### src/rtl/vending_machine.sv
// Coin-operated vending controller: Rs5/Rs10 coins, configurable price, one Rs5 change coin.
// Optional 16-bit saturating sales counter enabled by defining VM_SALES_COUNTER_EN.
module vending_machine #(
    parameter int unsigned PRICE_UNITS = 2
) (
    input  logic        clk,
    input  logic        reset,
    input  logic [1:0]  coin,
    output logic        product,
    output logic        change,
    output logic        reject,
    output logic [3:0]  credit
`ifdef VM_SALES_COUNTER_EN
    ,
    output logic [15:0] sales_count
`endif
);

    // HAVE5 means "some credit held"; for the default price that is exactly one Rs5 coin.
    typedef enum logic [0:0] {
        IDLE  = 1'b0,
        HAVE5 = 1'b1
    } state_t;

    localparam logic [4:0] PRICE_S = 5'(PRICE_UNITS);

    function automatic logic [4:0] coin_value(input logic [1:0] c);
        logic [4:0] v;
        case (c)
            2'b01:   v = 5'd1;
            2'b10:   v = 5'd2;
            default: v = 5'd0;
        endcase
        return v;
    endfunction

    state_t     state_r;
    state_t     next_state_s;
    logic [3:0] credit_r;
    logic [3:0] next_credit_s;
    logic [4:0] sum_s;
    logic       product_r;
    logic       change_r;
    logic       reject_r;
    logic       product_s;
    logic       change_s;
    logic       reject_s;

    // Next-state and pulse decode from the coin sampled at this edge.
    always_comb begin
        sum_s         = {1'b0, credit_r} + coin_value(coin);
        next_credit_s = credit_r;
        product_s     = 1'b0;
        change_s      = 1'b0;
        reject_s      = 1'b0;
        if (coin == 2'b11) begin
            reject_s = 1'b1;
        end else if (sum_s >= PRICE_S) begin
            product_s     = 1'b1;
            change_s      = (sum_s != PRICE_S);
            next_credit_s = 4'd0;
        end else begin
            next_credit_s = sum_s[3:0];
        end
        if (next_credit_s == 4'd0) begin
            next_state_s = IDLE;
        end else begin
            next_state_s = HAVE5;
        end
    end

    // State, credit and output pulse registers.
    always_ff @(posedge clk or negedge reset) begin
        if (!reset) begin
            state_r   <= IDLE;
            credit_r  <= 4'd0;
            product_r <= 1'b0;
            change_r  <= 1'b0;
            reject_r  <= 1'b0;
        end else begin
            state_r   <= next_state_s;
            credit_r  <= next_credit_s;
            product_r <= product_s;
            change_r  <= change_s;
            reject_r  <= reject_s;
        end
    end

    assign product = product_r;
    assign change  = change_r;
    assign reject  = reject_r;
    assign credit  = credit_r;

`ifdef VM_SALES_COUNTER_EN
    logic [15:0] sales_r;

    // Saturating count of vends.
    always_ff @(posedge clk or negedge reset) begin
        if (!reset) begin
            sales_r <= 16'd0;
        end else if (product_s && (sales_r != 16'hFFFF)) begin
            sales_r <= sales_r + 16'd1;
        end else begin
            sales_r <= sales_r;
        end
    end

    assign sales_count = sales_r;
`endif

endmodule

### config.mk
export PLATFORM = sky130hd
export DESIGN_NAME = vending_machine
export DESIGN_NICKNAME = d
export VERILOG_FILES = /design/src/rtl/vending_machine.sv
export SDC_FILE = /design/constraint.sdc
export NUM_CORES = 1
export LEC_CHECK = 0
export CELL_PAD_IN_SITES_DETAIL_PLACEMENT = 0
export CELL_PAD_IN_SITES_GLOBAL_PLACEMENT = 1
export CORE_AREA = 2 2 39 41
export CTS_BUF_LIST = sky130_fd_sc_hd__clkbuf_16
export DETAILED_ROUTE_END_ITERATION = 7
export DIE_AREA = 0 0 41 43
export PLACE_DENSITY = 0.62
export SLEW_MARGIN = 20
export SYNTH_ARGS = -nofsm -noshare
export SYNTH_HDL_FRONTEND = slang
export SYNTH_SLANG_ARGS = --single-unit
### constraint.sdc
create_clock -name clk -period 1.7 [get_ports clk]
set_clock_uncertainty 0.05 [all_clocks]
set_input_delay 0.34 -clock clk [delete_from_list [all_inputs] [get_ports clk]]
set_output_delay 0.34 -clock clk [all_outputs]
set_load 0.005 [all_outputs]
==> impl_metrics.ini, run 1 <==
[outcome]
status = finished, final reports clean

[clocking]
insertion_delay_ns = 0.23
htree_levels = 1
cts_hold_buf = 0
cts_buffers = 3
clk_pin_slew_ns = 0.04
clockBufferDepth = 2
cts_root_buffer = clkbuf_16
cts_tree = done
clkSinkCount = 7

[synthesis]
synth.net_count = 37
ys_seq_area_share_pct = 51.7
ys_seq_elements = 7
syn_area_um2 = 339
synth_top_area_share_pct = 51.7
async_flop_share_pct = 100
yosys.area.top_type = dfrtp_1
yosys_warnings = 0
synth.avg_cell_area_um2 = 11.3
ys.flop_type = dfrtp_1
netlist_instances = 30
synth-edff-count = 0
ys_types = 15
synthTopCellsByArea = dfrtp_1 (52%), ha_1 (7.4%), fa_1 (5.9%)
synth.most_common_cell = dfrtp_1
synth_common_cells = dfrtp_1 (7), inv_1 (5)

[drt]
met1_length_um = 304
highest_layer = met3
viasPerCell = 4.35
routedWlPerCell_um = 11.5
antenna_left = 0
vias = 283
routed_wl_um = 745
drt_iter0_drc = 1
dr_wl_met2_um = 381
route.met3.wl_um = 60
drc_errors = 0
first_pass_iters = 2

[setup_path]
cp-start-kind = register
end_kind = register
crit_top_cell = inv_2
cp.buffers_inverters = 2
crit_type = reg2reg
cp_max_fo = 2
critPathLaunch = credit[0]$_DFFE_PN0N_
slowest_stage = fa_2
r2r_start = credit[0]$_DFFE_PN0N_
cp_top_family = adder cells
crit_required_ns = 1.76
slowest_delay_ns = 0.54
worstPathCellList = ha_2 -> inv_2 -> fa_2 -> inv_2 -> a21o_1 -> o21a_1
cp_data_arrival_time_ns = 1.70

[floorplanning]
die_w_um = 41
rows = 14
chipHeight_um = 43
ios = 11
core_area_mm2 = 0.00138
initial_utilization_pct = 24.5
dieArea_mm2 = 0.00176

[timing]
max_freq_mhz = 609
hold-worst-slack_ns = 0.325
worst_pin_slew_ns = 0.324
fin_tns_setup_ns = 0
hold_viol = 0
setup_viol = 0
finalMaxSlewViolations = 0
worst_slew_margin_rel_pct = 78.3
post-route-period-util_pct = 96.6
rsz0062_at_grt = true
period_minus_slack_ns = 1.64

[finish]
fin_nets = 57
instances_no_fill = 65
area_delta_synth_final_pct = 71.6
drive_gt1_share_pct = 34.7
finalCoreUtilization_pct = 42.0
diodes = 0

[place]
place.gp.congestion = 0.729
portBuffers = 10
dp_hpwl_um = 566
dp.cells = 59

[global_route]
grt_pass1_vias = 294
grt_start_max_net_pins = 8
grt_use_total_pct = 10.9
overflow = 0
grt_first_pass_wirelength_um = 1190
antenna_found_initial = 0

[power_and_ir_drop]
p_leak_nw = 0.291
powerDensity_mw_per_mm2 = 1180
finalPower_mw = 0.687
irDropWorstVdd_uv = 453

[hold_path]
hp-class = in2async

[job]
maxCapViolations = 0
repair_timing:
| item | 4_1_cts | 5_1_grt |
|---|---|---|
| buffers inserted | 2 | 0 |
| pin swaps | 1 | 2 |
| resized for setup | 13 | 1 |
| cloned | 0 | 0 |
| setup endpoints to repair | 3 | 2 |
cell usage in the layout, fill, tap and decap left out, drive strengths merged, types with 2 or more instances in the layout:
cell,netlist,final
ha,2,2
dfrtp,7,7
clkdlybuf4s50,0,8
nor2,2,2
nor2b,2,2
and3,2,2
inv,5,6
nand2,2,2
buf,0,7
clkbuf,0,3
area by class of cell:
class                      count  area, um2
multi-input combinational     18        155
clock inverter                 1       3.75
clock buffer                   3       75.1
inverter                       5       18.8
fill                         143        802
tap                           16       20.0
sequential                     7        175
timing repair buffer          15        134
through the flow:
| step | area, um2 | worst slack, ns |
|---|---|---|
| after global routing | 582 | -0.0168 |
| after CTS | 579 | 0.00264 |
| after detailed placement | 482 | -0.573 |
| after floorplan | 339 | 0.0542 |
| after global placement | 482 | -0.511 |
| final | 582 | 0.0579 |
metal layers:
layer  track usage, %  vias to the layer above
met5                0                        -
met4             8.00                        0
met3             4.71                        0
met2             15.9                       11
met1             11.9                      134
li1                 -                      138
cells by family after synthesis:
group	count (synthesis)	share of synthesized area, %
simple gates	10	16.2
flops	7	51.7
compound gates	5	13.3
buf+inv	5	5.54
fa+ha+maj	3	13.3
where the power goes:
group	switching, mW	total (mW)	internal (mW)
Sequential	0.00576	0.187	0.181
Combinational	0.0403	0.107	0.0671
Clock	0.0871	0.393	0.306
Total	0.133	0.687	0.554
registers in the layout (all words and copies together) (netlist names):
register and count:
change 1, credit 4, product 1, reject 1
final timing paths:
kind                                    endpoint  slack, ns  cells after the start
max                             change$_DFF_PN0_       0.06                      6
min                        credit[2]$_DFFE_PN0N_       0.32                      1
max reg2reg                     change$_DFF_PN0_       0.06                      6
min reg2reg                credit[2]$_DFFE_PN0N_       0.54                      1
max in group asynchronous       change$_DFF_PN0_       1.03                      1
min in group clk           credit[2]$_DFFE_PN0N_       0.39                      3
(Power assumes the default switching activity.)
==> inputs of run 2 (changes only) <==
==> constraint.sdc (replaced) <==
create_clock -name clk -period 1.7 [get_ports clk]
set_clock_uncertainty 0.05 [all_clocks]
set_input_delay 0.34 -clock clk [delete_from_list [all_inputs] [get_ports clk]]
set_output_delay 0.34 -clock clk [all_outputs]
set_load 0.02 [all_outputs]
==> impl_metrics.ini, run 2 (synthesis results as in run 1) <==
[power_and_ir_drop]
p_comb_share_pct = 17.6
irDropWorstVdd_uv = 496
switching_share_pct = 21.3
finalPower_mw = 0.704
p_sw_mw = 0.150
powerDensity_mw_per_mm2 = 1190
power_frac_seq_pct = 26.6
clkPwrFrac_pct = 55.8
p_int_mw = 0.554
p_leak_nw = 0.309

[clocking]
cts_buffers = 3
clk_pin_slew_ns = 0.04
htree_levels = 1
cts_hold_buf = 0
cts_tree = done
cts_root_buffer = clkbuf_16
clockBufferDepth = 2
clkSinkCount = 7
insertion_delay_ns = 0.23

[setup_path]
cp_max_fo = 5
r2r_start = credit[0]$_DFFE_PN0N_
r2r_end = change$_DFF_PN0_
cp.depth = 1
cp_data_arrival_time_ns = 1.27
slowest_delay_ns = 0.63
crit_required_ns = 1.31
cp-start-kind = register
r2r_setup_slack_ns = 0.06
critPathLaunch = credit[3]$_DFFE_PN0N_
crit_type = reg2out
worstPathCellList = clkdlybuf4s50_1
end_kind = output pin
slowest_stage = clkdlybuf4s50_1
cp.buffers_inverters = 1
worst-r2r-cell-count = 6
cp_top_family = buffers and inverters

[floorplanning]
die_w_um = 41
core_area_mm2 = 0.00138
chipHeight_um = 43
initial_utilization_pct = 24.5
rows = 14
dieArea_mm2 = 0.00176
ios = 11

[drt]
first_pass_iters = 2
drt_iter0_drc = 1
routedWlPerCell_um = 11.6
viasPerCell = 4.37
antenna_left = 0
vias = 284
drc_errors = 0
routed_wl_um = 753

[global_route]
overflow = 0
grt_use_total_pct = 11.2
grt_first_pass_wirelength_um = 1220
grt_pass1_vias = 296
grt_start_max_net_pins = 8
antenna_found_initial = 0

[finish]
diodes = 0
final_area_um2 = 589
drive_gt1_share_pct = 34.7
fin_nets = 57
largest_register_ffs = 4
final_cell_mix = dfrtp_1 (7), clkdlybuf4s50_1 (7), buf_4 (5)
area_delta_synth_final_pct = 73.8
n_fill_cell = 144

[timing]
max_freq_mhz = 604
fin_tns_setup_ns = 0
rsz0062_at_grt = true
worst_slew_margin_rel_pct = 78.3
period_minus_slack_ns = 1.66
setup_viol = 0
worst_pin_slew_ns = 0.324
worst_slack_ns = 0.0437
finalMaxSlewViolations = 0
post-route-period-util_pct = 97.4
hold_viol = 0
hold-worst-slack_ns = 0.325

[place]
dp_hpwl_um = 566
portBuffers = 10
place.gp.congestion = 0.729
placed_cell_area_um2 = 482
dp_slack_ns = -0.573

[outcome]
status = finished, final reports clean

[job]
maxCapViolations = 0

[hold_path]
hp-class = in2async
run 2: how the worst max path moves through the flow:
stage                        endpoint  slack, ns
global placement     change$_DFF_PN0_      -0.51
detailed placement   change$_DFF_PN0_      -0.57
floorplan           product$_DFF_PN0_      0.008
global route         change$_DFF_PN0_      -0.02
finish                      credit[3]       0.04
CTS                  change$_DFF_PN0_      -0.02
run 2: per-layer routing:
metal,track usage [%],share of wire [%]
met4,8.00,0
met5,0,0
met3,4.71,8.0
met2,16.3,52
met1,12.6,40
run 2: worst register-to-register path: stages, from the launching register on:
cell and delay (ns):
dfrtp_1 0.35, ha_2 0.19, inv_2 0.04, fa_2 0.54, inv_2 0.04, a21o_1 0.14, o21a_1 0.17
run 2: metrics by stage:
step,instances,util [%]
floorplan,30,-
global placement,59,34.8
detailed placement,59,34.8
CTS,65,42.4
global route,65,42.6
finish,65,42.6
run 2: timing repair:
action / CTS / global route
endpoints found under the setup margin: 3 / 4
hold endpoints to repair: 0 / 0
pin swaps: 3 / 3
resized for setup: 14 / 1
buffers inserted: 2 / 0
run 2: power by group through the flow:
stage | logic (mW) | clock network (mW) | registers (mW)
2_1_floorplan | 0.0338 | 0 | 0.208
3_3_place_gp | 0.104 | 0 | 0.190
3_5_place_dp | 0.107 | 0 | 0.191
4_1_cts | 0.128 | 0.396 | 0.187
5_1_grt | 0.138 | 0.403 | 0.189
6_report | 0.124 | 0.393 | 0.187
run 2: layout make-up:
class                   instances  area, um2  area share, %
clock inverters                 1       3.75          0.637
flip-flops and latches          7        175           29.7
repair buffers                 15        136           23.1
clock buffers                   3       75.1           12.7
inverters                       5       18.8           3.18
multi-input cells              18        160           27.2
well taps                      16       20.0           3.40
==> inputs of run 3 (changes only) <==
Settings changed: GPL_ROUTABILITY_DRIVEN set to 0, SLEW_MARGIN 20 to 10.
==> results of run 3 <==
Final layout, timing and power as in run 2 (identical DEF).
